[config.mk]
export PLATFORM = sky130hd
export DESIGN_NAME = atm_pin_verifier_flat
export DESIGN_NICKNAME = d
export VERILOG_FILES = /design/src/rtl/atm_pkg.sv /design/src/rtl/atm_pin_if.sv /design/src/rtl/atm_pin_store.sv /design/src/rtl/atm_pin_verifier.sv /design/src/flat_wrapper.sv
export SDC_FILE = /design/constraint.sdc
export NUM_CORES = 1
export LEC_CHECK = 0
export CAP_MARGIN = 20
export CORE_ASPECT_RATIO = 0.75
export CORE_MARGIN = 3
export CORE_UTILIZATION = 40
export DETAILED_ROUTE_END_ITERATION = 8
export PLACE_DENSITY = 0.61
export SETUP_SLACK_MARGIN = 0.4
export SYNTH_ARGS = -nofsm -noshare
export SYNTH_HDL_FRONTEND = slang
export SYNTH_SLANG_ARGS = --single-unit
export TNS_END_PERCENT = 30
[constraint.sdc]
create_clock -name clk -period 7.6 [get_ports clk]
set_input_delay 1.52 -clock clk [delete_from_list [all_inputs] [get_ports clk]]
set_output_delay 1.52 -clock clk [all_outputs]
set_load 0.1 [all_outputs]
[src/rtl/atm_pkg.sv]
// Shared types and constants for the ATM front-end blocks.
package atm_pkg;

    typedef enum logic [1:0] {
        IDLE     = 2'd0,
        COLLECT  = 2'd1,
        CHECK    = 2'd2,
        VERIFIED = 2'd3
    } pin_state_t;

    localparam int MAX_PIN_ATTEMPTS = 3;
    localparam int BCD_W            = 4;
    localparam int ATT_W            = $clog2(MAX_PIN_ATTEMPTS + 1);

endpackage

[src/rtl/atm_pin_if.sv]
// Card / keypad / admin signals between the ATM session logic and the PIN verifier.
import atm_pkg::*;

interface atm_pin_if #(
    parameter int PIN_DIGITS = 4,
    parameter int ACCT_W     = 2
) ();
    logic                          card_in;
    logic [ACCT_W-1:0]             card_id;
    logic                          digit_valid;
    logic [BCD_W-1:0]              digit;
    logic                          clear_key;
    logic                          enter_key;
    logic                          timeout;
    logic                          session_end;
    logic                          pin_wr_en;
    logic [ACCT_W-1:0]             pin_wr_acct;
    logic [BCD_W*PIN_DIGITS-1:0]   pin_wr_data;
    logic                          psw_en;
    logic                          wrong_psw;
    logic                          pin_ok;
    logic                          card_rejected;
    logic [2**ACCT_W-1:0]          locked;
    logic [$clog2(PIN_DIGITS+1)-1:0] digit_count;

    modport master (
        output card_in, card_id, digit_valid, digit, clear_key, enter_key,
               timeout, session_end, pin_wr_en, pin_wr_acct, pin_wr_data,
        input  psw_en, wrong_psw, pin_ok, card_rejected, locked, digit_count
    );

    modport slave (
        input  card_in, card_id, digit_valid, digit, clear_key, enter_key,
               timeout, session_end, pin_wr_en, pin_wr_acct, pin_wr_data,
        output psw_en, wrong_psw, pin_ok, card_rejected, locked, digit_count
    );
endinterface

[src/rtl/atm_pin_store.sv]
// Per-account stored PIN, consecutive-failure counter and lock bit.
import atm_pkg::*;

module atm_pin_store #(
    parameter int PIN_DIGITS = 4,
    parameter int ACCT_W     = 2
) (
    input  logic                        clk,
    input  logic                        rst,
    input  logic                        wr_en,
    input  logic [ACCT_W-1:0]           wr_acct,
    input  logic [BCD_W*PIN_DIGITS-1:0] wr_data,
    input  logic [ACCT_W-1:0]           rd_acct,
    output logic [BCD_W*PIN_DIGITS-1:0] rd_pin,
    output logic [ATT_W-1:0]            rd_attempts,
    input  logic                        fail_en,
    input  logic                        clr_en,
    output logic [2**ACCT_W-1:0]        locked
);
    localparam int PIN_W    = BCD_W * PIN_DIGITS;
    localparam int NUM_ACCT = 2 ** ACCT_W;

    logic [PIN_W-1:0] pin_all [NUM_ACCT];
    logic [ATT_W-1:0] att_all [NUM_ACCT];

    genvar gi;
    generate
        for (gi = 0; gi < NUM_ACCT; gi++) begin : g_acct
            logic [PIN_W-1:0] pin_reg;
            logic [ATT_W-1:0] att_reg;
            logic             lock_reg;
            logic             wr_hit;
            logic             cmd_hit;

            assign wr_hit  = wr_en && (wr_acct == ACCT_W'(gi));
            assign cmd_hit = rd_acct == ACCT_W'(gi);

            // The admin write is checked first so it wins over a lock in the same cycle.
            always_ff @(posedge clk) begin
                if (rst) begin
                    pin_reg  <= '0;
                    att_reg  <= '0;
                    lock_reg <= 1'b0;
                end else if (wr_hit) begin
                    pin_reg  <= wr_data;
                    att_reg  <= '0;
                    lock_reg <= 1'b0;
                end else if (cmd_hit && clr_en) begin
                    att_reg <= '0;
                end else if (cmd_hit && fail_en) begin
                    if (att_reg == ATT_W'(MAX_PIN_ATTEMPTS - 1)) begin
                        att_reg  <= '0;
                        lock_reg <= 1'b1;
                    end else begin
                        att_reg <= att_reg + 1'b1;
                    end
                end
            end

            assign pin_all[gi] = pin_reg;
            assign att_all[gi] = att_reg;
            assign locked[gi]  = lock_reg;
        end
    endgenerate

    assign rd_pin      = pin_all[rd_acct];
    assign rd_attempts = att_all[rd_acct];

endmodule

[src/rtl/atm_pin_verifier.sv]
// PIN entry FSM and digit buffer; authenticates a card against its stored PIN.
import atm_pkg::*;

module atm_pin_verifier #(
    parameter int PIN_DIGITS = 4,
    parameter int ACCT_W     = 2
) (
    input  logic     clk,
    input  logic     rst,
    atm_pin_if.slave bus
);
    localparam int PIN_W    = BCD_W * PIN_DIGITS;
    localparam int CNT_W    = $clog2(PIN_DIGITS + 1);
    localparam int NUM_ACCT = 2 ** ACCT_W;

    pin_state_t        state_reg, state_next;
    logic [PIN_W-1:0]  pin_buf_reg, pin_buf_next;
    logic [CNT_W-1:0]  count_reg, count_next;
    logic [ACCT_W-1:0] acct_reg, acct_next;
    logic              psw_en_reg, psw_en_next;
    logic              wrong_reg, wrong_next;
    logic              ok_reg, ok_next;
    logic              rejected_reg, rejected_next;

    logic [PIN_W-1:0]    stored_pin;
    logic [ATT_W-1:0]    stored_att;
    logic [NUM_ACCT-1:0] locked;
    logic                fail_en;
    logic                clr_en;
    logic                pin_match;

    atm_pin_store #(
        .PIN_DIGITS (PIN_DIGITS),
        .ACCT_W     (ACCT_W)
    ) u_store (
        .clk         (clk),
        .rst         (rst),
        .wr_en       (bus.pin_wr_en),
        .wr_acct     (bus.pin_wr_acct),
        .wr_data     (bus.pin_wr_data),
        .rd_acct     (acct_reg),
        .rd_pin      (stored_pin),
        .rd_attempts (stored_att),
        .fail_en     (fail_en),
        .clr_en      (clr_en),
        .locked      (locked)
    );

    // A short buffer never matches, even if its low digits happen to agree.
    assign pin_match = (count_reg == CNT_W'(PIN_DIGITS)) && (pin_buf_reg == stored_pin);

    always_ff @(posedge clk) begin
        if (rst) begin
            state_reg    <= IDLE;
            pin_buf_reg  <= '0;
            count_reg    <= '0;
            acct_reg     <= '0;
            psw_en_reg   <= 1'b0;
            wrong_reg    <= 1'b0;
            ok_reg       <= 1'b0;
            rejected_reg <= 1'b0;
        end else begin
            state_reg    <= state_next;
            pin_buf_reg  <= pin_buf_next;
            count_reg    <= count_next;
            acct_reg     <= acct_next;
            psw_en_reg   <= psw_en_next;
            wrong_reg    <= wrong_next;
            ok_reg       <= ok_next;
            rejected_reg <= rejected_next;
        end
    end

    always_comb begin
        state_next    = state_reg;
        pin_buf_next  = pin_buf_reg;
        count_next    = count_reg;
        acct_next     = acct_reg;
        psw_en_next   = 1'b0;
        wrong_next    = 1'b0;
        ok_next       = 1'b0;
        rejected_next = 1'b0;
        fail_en       = 1'b0;
        clr_en        = 1'b0;

        case (state_reg)
            IDLE: begin
                if (bus.card_in) begin
                    acct_next    = bus.card_id;
                    pin_buf_next = '0;
                    count_next   = '0;
                    if (locked[bus.card_id]) begin
                        rejected_next = 1'b1;
                    end else begin
                        state_next = COLLECT;
                    end
                end
            end
            COLLECT: begin
                if (bus.timeout) begin
                    state_next   = IDLE;
                    pin_buf_next = '0;
                    count_next   = '0;
                end else if (bus.clear_key) begin
                    pin_buf_next = '0;
                    count_next   = '0;
                end else if (bus.enter_key) begin
                    state_next = CHECK;
                end else if (bus.digit_valid && (bus.digit <= 4'd9)
                             && (count_reg < CNT_W'(PIN_DIGITS))) begin
                    pin_buf_next = (pin_buf_reg << BCD_W) | PIN_W'(bus.digit);
                    count_next   = count_reg + 1'b1;
                end
            end
            CHECK: begin
                pin_buf_next = '0;
                count_next   = '0;
                if (pin_match) begin
                    ok_next     = 1'b1;
                    psw_en_next = 1'b1;
                    clr_en      = 1'b1;
                    state_next  = VERIFIED;
                end else begin
                    wrong_next = 1'b1;
                    fail_en    = 1'b1;
                    // This failure is the one that locks the account.
                    if (stored_att == ATT_W'(MAX_PIN_ATTEMPTS - 1)) begin
                        state_next = IDLE;
                    end else begin
                        state_next = COLLECT;
                    end
                end
            end
            VERIFIED: begin
                if (bus.session_end || bus.timeout) begin
                    state_next = IDLE;
                end else begin
                    psw_en_next = 1'b1;
                end
            end
            default: begin
                state_next = IDLE;
            end
        endcase
    end

    assign bus.psw_en        = psw_en_reg;
    assign bus.wrong_psw     = wrong_reg;
    assign bus.pin_ok        = ok_reg;
    assign bus.card_rejected = rejected_reg;
    assign bus.locked        = locked;
    assign bus.digit_count   = count_reg;

endmodule

[src/flat_wrapper.sv]
// flat-port wrapper written by rule: the top's interface ports become plain ports
module atm_pin_verifier_flat 
#(
    parameter int PIN_DIGITS = 4,
    parameter int ACCT_W     = 2
)
  (clk, rst, bus_card_in, bus_card_id, bus_digit_valid, bus_digit, bus_clear_key, bus_enter_key, bus_timeout, bus_session_end, bus_pin_wr_en, bus_pin_wr_acct, bus_pin_wr_data, bus_psw_en, bus_wrong_psw, bus_pin_ok, bus_card_rejected, bus_locked, bus_digit_count);
  atm_pin_if #(.PIN_DIGITS(PIN_DIGITS), .ACCT_W(ACCT_W)) bus_i ();
  input  logic clk;
  input  logic rst;
  input wire logic [$bits(bus_i.card_in)-1:0] bus_card_in;
  input wire logic [$bits(bus_i.card_id)-1:0] bus_card_id;
  input wire logic [$bits(bus_i.digit_valid)-1:0] bus_digit_valid;
  input wire logic [$bits(bus_i.digit)-1:0] bus_digit;
  input wire logic [$bits(bus_i.clear_key)-1:0] bus_clear_key;
  input wire logic [$bits(bus_i.enter_key)-1:0] bus_enter_key;
  input wire logic [$bits(bus_i.timeout)-1:0] bus_timeout;
  input wire logic [$bits(bus_i.session_end)-1:0] bus_session_end;
  input wire logic [$bits(bus_i.pin_wr_en)-1:0] bus_pin_wr_en;
  input wire logic [$bits(bus_i.pin_wr_acct)-1:0] bus_pin_wr_acct;
  input wire logic [$bits(bus_i.pin_wr_data)-1:0] bus_pin_wr_data;
  output wire logic [$bits(bus_i.psw_en)-1:0] bus_psw_en;
  output wire logic [$bits(bus_i.wrong_psw)-1:0] bus_wrong_psw;
  output wire logic [$bits(bus_i.pin_ok)-1:0] bus_pin_ok;
  output wire logic [$bits(bus_i.card_rejected)-1:0] bus_card_rejected;
  output wire logic [$bits(bus_i.locked)-1:0] bus_locked;
  output wire logic [$bits(bus_i.digit_count)-1:0] bus_digit_count;
  assign bus_i.card_in = bus_card_in;
  assign bus_i.card_id = bus_card_id;
  assign bus_i.digit_valid = bus_digit_valid;
  assign bus_i.digit = bus_digit;
  assign bus_i.clear_key = bus_clear_key;
  assign bus_i.enter_key = bus_enter_key;
  assign bus_i.timeout = bus_timeout;
  assign bus_i.session_end = bus_session_end;
  assign bus_i.pin_wr_en = bus_pin_wr_en;
  assign bus_i.pin_wr_acct = bus_pin_wr_acct;
  assign bus_i.pin_wr_data = bus_pin_wr_data;
  assign bus_psw_en = bus_i.psw_en;
  assign bus_wrong_psw = bus_i.wrong_psw;
  assign bus_pin_ok = bus_i.pin_ok;
  assign bus_card_rejected = bus_i.card_rejected;
  assign bus_locked = bus_i.locked;
  assign bus_digit_count = bus_i.digit_count;
  atm_pin_verifier #(.PIN_DIGITS(PIN_DIGITS), .ACCT_W(ACCT_W)) u_core (.clk(clk), .rst(rst), .bus(bus_i));
endmodule
==> flow_summary.ini, run 1 <==
[synthesis]
yosys-top-cells-area = dfxtp_1, nand2_1, a21oi_1, mux4_2, mux2i_1
synthArstFlopShare_pct = 0
yosysWarnings = 0
postSynthAreaPerCell_um2 = 8.73
synth_top_area_share_pct = 43.7
synth_ff_type = dfxtp_1
ys_types = 46
synth_largest_area_cell = dfxtp_1
synthesis.area_um2 = 4720
synth_seq_cells = 103
syn_nets = 576
synth_edf_count = 0
syn_inst = 541
ys_seq_area_share_pct = 43.7

[drt]
via_per_inst = 5.21
postRouteAntennaNets = 0
dr.first_iter.drc_count = 276
wire_per_inst_um = 15.4
firstDrtPassIters = 4
route.detailed.drc = 0
routed_wl_um = 11100
vias = 3768

[sta]
maxSlewViolCount = 0
hold_violations = 0
skew_ns = 0.00667
slew_headroom_pct = 32.1
fin_hold_ws_ns = 0.455
setup_violations = 0
tightestPinTransition_ns = 1.02
tns_ns = 0
timing.fmax_ghz = 0.281
period_share_pct = 46.9
period_needed_ns = 3.56
rsz0062_at_grt = no

[outcome]
outcome = completed

[final_layout]
drive_gt1_share_pct = 7.95
area_growth_syn_to_layout_pct = 16.5
largest_reg_flops = 64
most-common-layout-cells = nand2_1, dfxtp_1, a21oi_1, clkdlybuf4s50_1, nor2_1
nets = 596
final_area_um2 = 5500
nFillCells = 1102
diodes = 0
final_common_cell = nand2_1

[placed_design]
hpwl_um = 7410
placed_area_um2 = 5200
io_buffers = 43
gp_congestion = 0.820

[critical_path]
reg2reg_depth = 7
reg2reg_from = u_core.acct_reg[1]
path_buf_inv = 1
startpoint_type = flip-flop
reg2reg_slack_ns = 4.65
crit_arrival_ns = 2.04
worst-path-stages = 1
cp-end-kind = primary output
reg2reg_to = u_core.u_store.g_acct[1].att_reg[0]
critPathSlowestCell = clkdlybuf4s50_1
cp_cell_sequence = clkdlybuf4s50_1
crit_type = reg2out
worst-path-max-fanout = 8
path_delay_family = buffers and inverters
startpoint = u_core.bus.digit_count[2]
cp_data_required_time_ns = 6.08
worst_path_largest_cell_delay_ns = 1.20
crit_end = bus_digit_count[2]

[power]
irDropWorstVdd_v = 0.000119
cellLeakagePower_nw = 1.91
p_per_area_nw_per_um2 = 210

[global_routing]
grt_max_degree = 81
antenna_found_initial = 0
grt_pass1_vias = 3598
grtUsageTotal_pct = 17.9
grt_first_pass_wirelength_um = 18800
overflow = 0

[worst_hold_path]
hold_path.class = reg2reg
min_path_cells = 2

[clock_tree]
clk_pin_slew_ns = 0.07
cts_tree = yes
htreeDepth = 3
post_cts_resize_count = 0
clk_latency_ns = 0.35
cts_buffers = 9
clkSinkCount = 103
clk_path_buf_depth = 2
holdBufCountCts = 0
cts_setup_buffers = 0
cts.root.buffer_cell = clkbuf_16

[floorplanning]
start_util_pct = 42.0
dieArea_um2 = 13200
coreArea_um2 = 11200
die_x_um = 131
die_h_um = 100
num_rows = 33
ios = 44

[job]
cap_violations = 0
kinds of logic after synthesis:
logic type               after synthesis  synth area share, %
buffers and inverters                 42                 4.24
adder cells (fa/ha/maj)                2                0.530
AND/OR/NAND/NOR                      228                 21.8
XOR/XNOR                              18                 3.66
AO/OA/AOI/OAI                        101                 12.4
flip-flops                           103                 43.7
multiplexers                          47                 13.7
power by group:
group	internal [mW]	total (mW)	leakage, nW	switching, mW
sequential	0.554	0.562	0.835	0.00879
combinational	0.0530	0.123	0.931	0.0696
clock	0.259	0.467	0.148	0.208
cells in the mapped netlist, types with 3 or more instances:
library cell and n:
nand2_1 142, dfxtp_1 103, a21oi_1 69, nor2_1 35
mux2i_1 31, clkbuf_1 23, xnor2_1 15, mux4_2 14
nor2b_1 11, a32o_1 9, o21ai_0 8, nor3b_1 6
buf_1 5, nand3_1 5, buf_2 4, buf_4 4
nand4_1 4, a22o_1 3, buf_6 3, inv_1 3
nand2b_1 3, nor4_1 3, o21ai_1 3
layer usage:
layer	GRT usage, %	part of all wire (%)	vias to the layer above
met2	28.9	46	63
met1	24.3	48	1794
met5	0	0	-
met4	5.08	1.1	0
li1	-	-	1899
met3	4.41	4.3	12
metrics by stage:
stage	setup WS (ns)	std cells	util, %	power (mW)
detailed placement	3.91	707	46.3	0.698
CTS	4.02	723	49.0	1.16
global placement	3.96	707	46.3	0.695
finish	4.04	723	49.0	1.15
global route	3.97	723	49.0	1.21
floorplan	4.48	541	-	0.655
worst min-delay path by stage:
stage                     slack [ns]                            startpoint                                    to
after global placement          0.44   u_core.u_store.g_acct[2].pin_reg[5]   u_core.u_store.g_acct[2].pin_reg[5]
after global routing            0.47   u_core.u_store.g_acct[1].pin_reg[9]   u_core.u_store.g_acct[1].pin_reg[9]
after CTS                       0.45  u_core.u_store.g_acct[1].pin_reg[13]  u_core.u_store.g_acct[1].pin_reg[13]
final                           0.46  u_core.u_store.g_acct[1].pin_reg[13]  u_core.u_store.g_acct[1].pin_reg[13]
after detailed placement        0.45  u_core.u_store.g_acct[1].pin_reg[13]  u_core.u_store.g_acct[1].pin_reg[13]
after floorplan                 0.43   u_core.u_store.g_acct[1].pin_reg[0]   u_core.u_store.g_acct[1].pin_reg[0]
layout make-up:
type	instances	area, um^2	area share (%)
multi-input cells	396	2460	44.8
inverters	3	11.3	0.205
flip-flops and latches	103	2060	37.5
clock buffers	9	225	4.10
well taps	157	196	3.57
clock inverters	7	76.3	1.39
repair buffers	48	463	8.42
No activity file was read; power rests on OpenSTA's default activity.
==> run 2: changes to the inputs <==
Settings changed: PLACE_DENSITY 0.61 to 0.63.
Clock period 7.6 ns to 3.05 ns, I/O delays scaled along.
==> flow_summary.ini, run 2 (same netlist as run 1, synthesis figures left out) <==
[placed_design]
place_ws_ns = 0.239
placed_area_um2 = 5240
gp_congestion = 0.794
io_buffers = 43
placed_cells = 713
hpwl_um = 8040

[floorplanning]
die_h_um = 100
dieArea_um2 = 13200
ios = 44
die_x_um = 131
coreArea_um2 = 11200
start_util_pct = 42.0
num_rows = 33

[global_routing]
grt.met2_usage_pct = 29.7
grt.met3_usage_pct = 3.81
overflow = 0
grt_pass1_vias = 3840
grt_max_degree = 42
grt_busiest_layer = met2
antenna_found_initial = 0
grt_first_pass_wirelength_um = 19900
grtUsageTotal_pct = 18.8
grt_use_met1_pct = 26.4

[sta]
rsz0062_at_grt = yes
tns_ns = 0
slew_headroom_pct = 26.8
maxSlewViolCount = 0
setup_violations = 0
period_needed_ns = 2.65
tightestPinTransition_ns = 1.10
skew_ns = 0.00989
period_share_pct = 86.8
fin_ws_ns = 0.402
timing.fmax_ghz = 0.378
hold_violations = 0

[drt]
firstDrtPassIters = 5
via_per_inst = 5.38
vias = 3956
wire_per_inst_um = 16.6
route.detailed.drc = 0
postRouteAntennaNets = 0
dr.first_iter.drc_count = 422
routed_wl_um = 12200

[final_layout]
area_growth_syn_to_layout_pct = 20.9
diodes = 0
final_cells = 735
final_area_um2 = 5710
fin_util_pct = 50.8
most-common-layout-cells = nand2_1, dfxtp_1, a21oi_1, nor2_1
nets = 608
largest_reg_flops = 64
drive_gt1_share_pct = 13.5
final_common_cell = nand2_1

[clock_tree]
cts.root.buffer_cell = clkbuf_16
clk_pin_slew_ns = 0.07
clk_latency_ns = 0.34
htreeDepth = 3
clkSinkCount = 103
clk_path_buf_depth = 2
cts_tree = yes
cts_buffers = 9

[critical_path]
startpoint_type = flip-flop
worst-path-max-fanout = 7
reg2reg_slack_ns = 0.40
crit_arrival_ns = 2.89
cp-end-kind = flip-flop
startpoint = u_core.acct_reg[1]
reg2reg_from = u_core.acct_reg[1]
cp_data_required_time_ns = 3.29
crit_type = reg2reg

[power]
cellLeakagePower_nw = 2.04
irDropWorstVdd_v = 0.000298
p_per_area_nw_per_um2 = 526

[outcome]
outcome = completed

[job]
cap_violations = 0

[worst_hold_path]
hold_path.class = reg2reg
hp-start = u_core.u_store.g_acct[2].pin_reg[8]
run 2: cell types whose count changed in the layout (fill, tap and decap cells not counted), sizes merged:
cell	previous run	this run
buf	6	27
clkdlybuf4s50	42	31
clkbuf	9	11
bufbuf	0	1
bufinv	1	2
clkinv	2	1
clkinvlp	1	0
inv	6	5
or4b	3	4
run 2: worst paths after layout:
| kind | endpoint | depth (start not counted) |
|---|---|---|
| setup / recovery | u_core.u_store.g_acct[3].lock_reg | 7 |
| hold / removal | u_core.u_store.g_acct[2].pin_reg[8] | 2 |
| setup reg to reg | u_core.u_store.g_acct[3].lock_reg | 7 |
| hold reg to reg | u_core.u_store.g_acct[2].pin_reg[8] | 2 |
run 2: final cells by class:
| cell class | count | area [um^2] |
|---|---|---|
| Clock inverter | 5 | 86.3 |
| Fill cell | 1074 | 5530 |
| Sequential cell | 103 | 2070 |
| Timing Repair Buffer | 59 | 576 |
| Tap cell | 157 | 196 |
| Clock buffer | 11 | 243 |
| Inverter | 3 | 11.3 |
| Multi-Input combinational cell | 397 | 2520 |
run 2: power by group:
group / total (mW) / switching [mW] / internal, mW
sequential: 1.41 / 0.0256 / 1.38
combinational: 0.342 / 0.189 / 0.153
clock: 1.26 / 0.507 / 0.749
total: 3.00 / 0.721 / 2.28
run 2: metrics by stage:
stage / power (mW) / hold WS, ns
after floorplan: 1.63 / 0.433
after global placement: 1.74 / 0.439
after detailed placement: 1.75 / 0.447
after CTS: 3.02 / 0.456
after global routing: 3.12 / 0.473
final: 3.00 / 0.456
run 2: repair_timing:
action / CTS / global route
pin swaps: 0 / 4
gates cloned: 2 / 0
gates resized for setup: 12 / 2
buffers inserted: 2 / 2
hold buffers: 0 / 0
endpoints found under the setup margin: 15 / 10
run 2: critical path, stage by stage (launching register included):
cell and delay, ns:
dfxtp_4 0.38, buf_8 0.13, mux4_2 0.55, xnor2_2 0.22, nand2_2 0.09, nor4_4 0.33
or4b_4 0.58, a32o_1 0.26
run 2: per-layer routing:
metal	part of all wire, %	vias up	wire length, um
met5	0	-	0
met4	1.0	0	126
met3	5.8	12	700
met2	46	102	5570
met1	47	1911	5770
li1	-	1931	-
==> run 3: changes to the inputs <==
Settings changed: CORE_MARGIN 3 to 2, RECOVER_POWER set to 50.
Clock period 3.05 ns to 2.3 ns, I/O delays scaled along.
==> flow_summary.ini, run 3 (same netlist as run 1, synthesis figures left out) <==
[final_layout]
fin_util_pct = 49.5
final_cells = 755
area_growth_syn_to_layout_pct = 21.3
largest_reg_flops = 64
nFillCells = 1139
most-common-layout-cells = nand2_1, dfxtp_1, a21oi_1, nor2_1, mux2i_1
diodes = 0
drive_gt1_share_pct = 14.3
final_common_cell = nand2_1
nets = 623

[drt]
routed_wl_um = 12100
postRouteAntennaNets = 0
vias = 3921
wire_per_inst_um = 16.0
route.detailed.drc = 0
firstDrtPassIters = 5
dr.first_iter.drc_count = 266
via_per_inst = 5.19

[outcome]
outcome = finished with violations
violations = negative setup slack

[sta]
maxSlewViolCount = 0
period_share_pct = 111
slew_headroom_pct = 22.5
skew_ns = 0.00785
fin_hold_ws_ns = 0.454
hold_violations = 0
fin_ws_ns = -0.244
timing.fmax_ghz = 0.393
tightestPinTransition_ns = 1.17
tns_ns = -3.48
rsz0062_at_grt = yes
setup_violations = 17
period_needed_ns = 2.54

[floorplanning]
die_h_um = 98.1
num_rows = 34
ios = 44
start_util_pct = 40.8
die_x_um = 129
coreArea_um2 = 11600
dieArea_um2 = 12700

[clock_tree]
cts_tree = yes
holdBufCountCts = 0
clk_pin_slew_ns = 0.07
clk_latency_ns = 0.34
cts_buffers = 9
clk_path_buf_depth = 2
cts.root.buffer_cell = clkbuf_16
clkSinkCount = 103
htreeDepth = 3

[critical_path]
worst-path-max-fanout = 13
reg2reg_from = u_core.acct_reg[1]
reg2reg_depth = 7
crit_type = reg2reg
startpoint_type = flip-flop
cp_data_required_time_ns = 2.53
crit_arrival_ns = 2.78
crit_end = u_core.u_store.g_acct[3].lock_reg
reg2reg_slack_ns = -0.24
startpoint = u_core.acct_reg[1]
reg2reg_to = u_core.u_store.g_acct[3].lock_reg
cp-end-kind = flip-flop

[global_routing]
antenna_found_initial = 0
grt_first_pass_wirelength_um = 19400
grtUsageTotal_pct = 19.6
grt_max_degree = 65
overflow = 0
grt_pass1_vias = 3702

[placed_design]
gp_congestion = 0.936
placed_cells = 738
io_buffers = 43
hpwl_um = 8430

[power]
cellLeakagePower_nw = 2.06
irDropWorstVdd_v = 0.000471
p_per_area_nw_per_um2 = 650

[job]
cap_violations = 0

[worst_hold_path]
hold_path.class = reg2reg
-- run 3: per-layer routing --
metal / global-route usage (%) / vias up / routed length, um
met5: 0 / - / 0
met4: 4.71 / 0 / 121
met3: 4.05 / 15 / 686
met2: 29.1 / 108 / 5180
met1: 29.1 / 1853 / 6110
li1: - / 1945 / -
-- run 3: per-stage QoR --
stage          cell area (um^2)  total power, mW  setup slack, ns
3_3_place_gp               5470             2.36           -0.268
3_5_place_dp               5470             2.36           -0.344
2_1_floorplan              4740             2.17           -0.144
6_report                   5730             3.72           -0.244
5_1_grt                    5730             3.86           -0.314
4_1_cts                    5760             3.76           -0.224
-- run 3: power by group --
group          internal, mW  leakage [nW]  total (mW)  switching (mW)
Sequential             1.83         0.838        1.86          0.0348
Clock                 0.735         0.129        1.39           0.658
Combinational         0.219          1.09       0.465           0.245
-- run 3: what timing repair did --
| item | in CTS | in global routing |
|---|---|---|
| endpoints found under the hold margin | 0 | 0 |
| resized for setup | 5 | 0 |
| setup endpoints to repair | 17 | 17 |
| setup buffers | 1 | 0 |
| gates cloned | 0 | 0 |
| pin swaps | 5 | 4 |
-- run 3: worst max-delay path, cell delays in order (launching register included) --
cell and delay, ns:
dfxtp_2 0.36, buf_12 0.16, mux4_2 0.54, xnor2_2 0.19
o21ai_1 0.11, nor4_1 0.20, or4b_4 0.61, a32o_1 0.27
-- run 3: how the worst min path moves through the flow --
stage | startpoint | endpoint | slack, ns | depth (start not counted)
after CTS | u_core.u_store.g_acct[3].pin_reg[12] | u_core.u_store.g_acct[3].pin_reg[12] | 0.46 | 2
after global placement | u_core.u_store.g_acct[0].pin_reg[2] | u_core.u_store.g_acct[0].pin_reg[2] | 0.44 | 2
final | u_core.u_store.g_acct[3].pin_reg[12] | u_core.u_store.g_acct[3].pin_reg[12] | 0.45 | 2
after floorplan | u_core.u_store.g_acct[1].pin_reg[0] | u_core.u_store.g_acct[1].pin_reg[0] | 0.43 | 2
after global routing | u_core.u_store.g_acct[2].pin_reg[14] | u_core.u_store.g_acct[2].pin_reg[14] | 0.47 | 2
after detailed placement | u_core.u_store.g_acct[3].pin_reg[12] | u_core.u_store.g_acct[3].pin_reg[12] | 0.45 | 2
-- run 3: cell type report --
| class | count | area, um^2 | area share, % |
|---|---|---|---|
| clock buffer | 11 | 233 | 4.06 |
| clock inverter | 5 | 35.0 | 0.612 |
| inverter | 3 | 11.3 | 0.197 |
| multi-input combinational | 396 | 2490 | 43.6 |
| sequential | 103 | 2070 | 36.2 |
| tap | 162 | 203 | 3.54 |
| timing repair buffer | 75 | 677 | 11.8 |
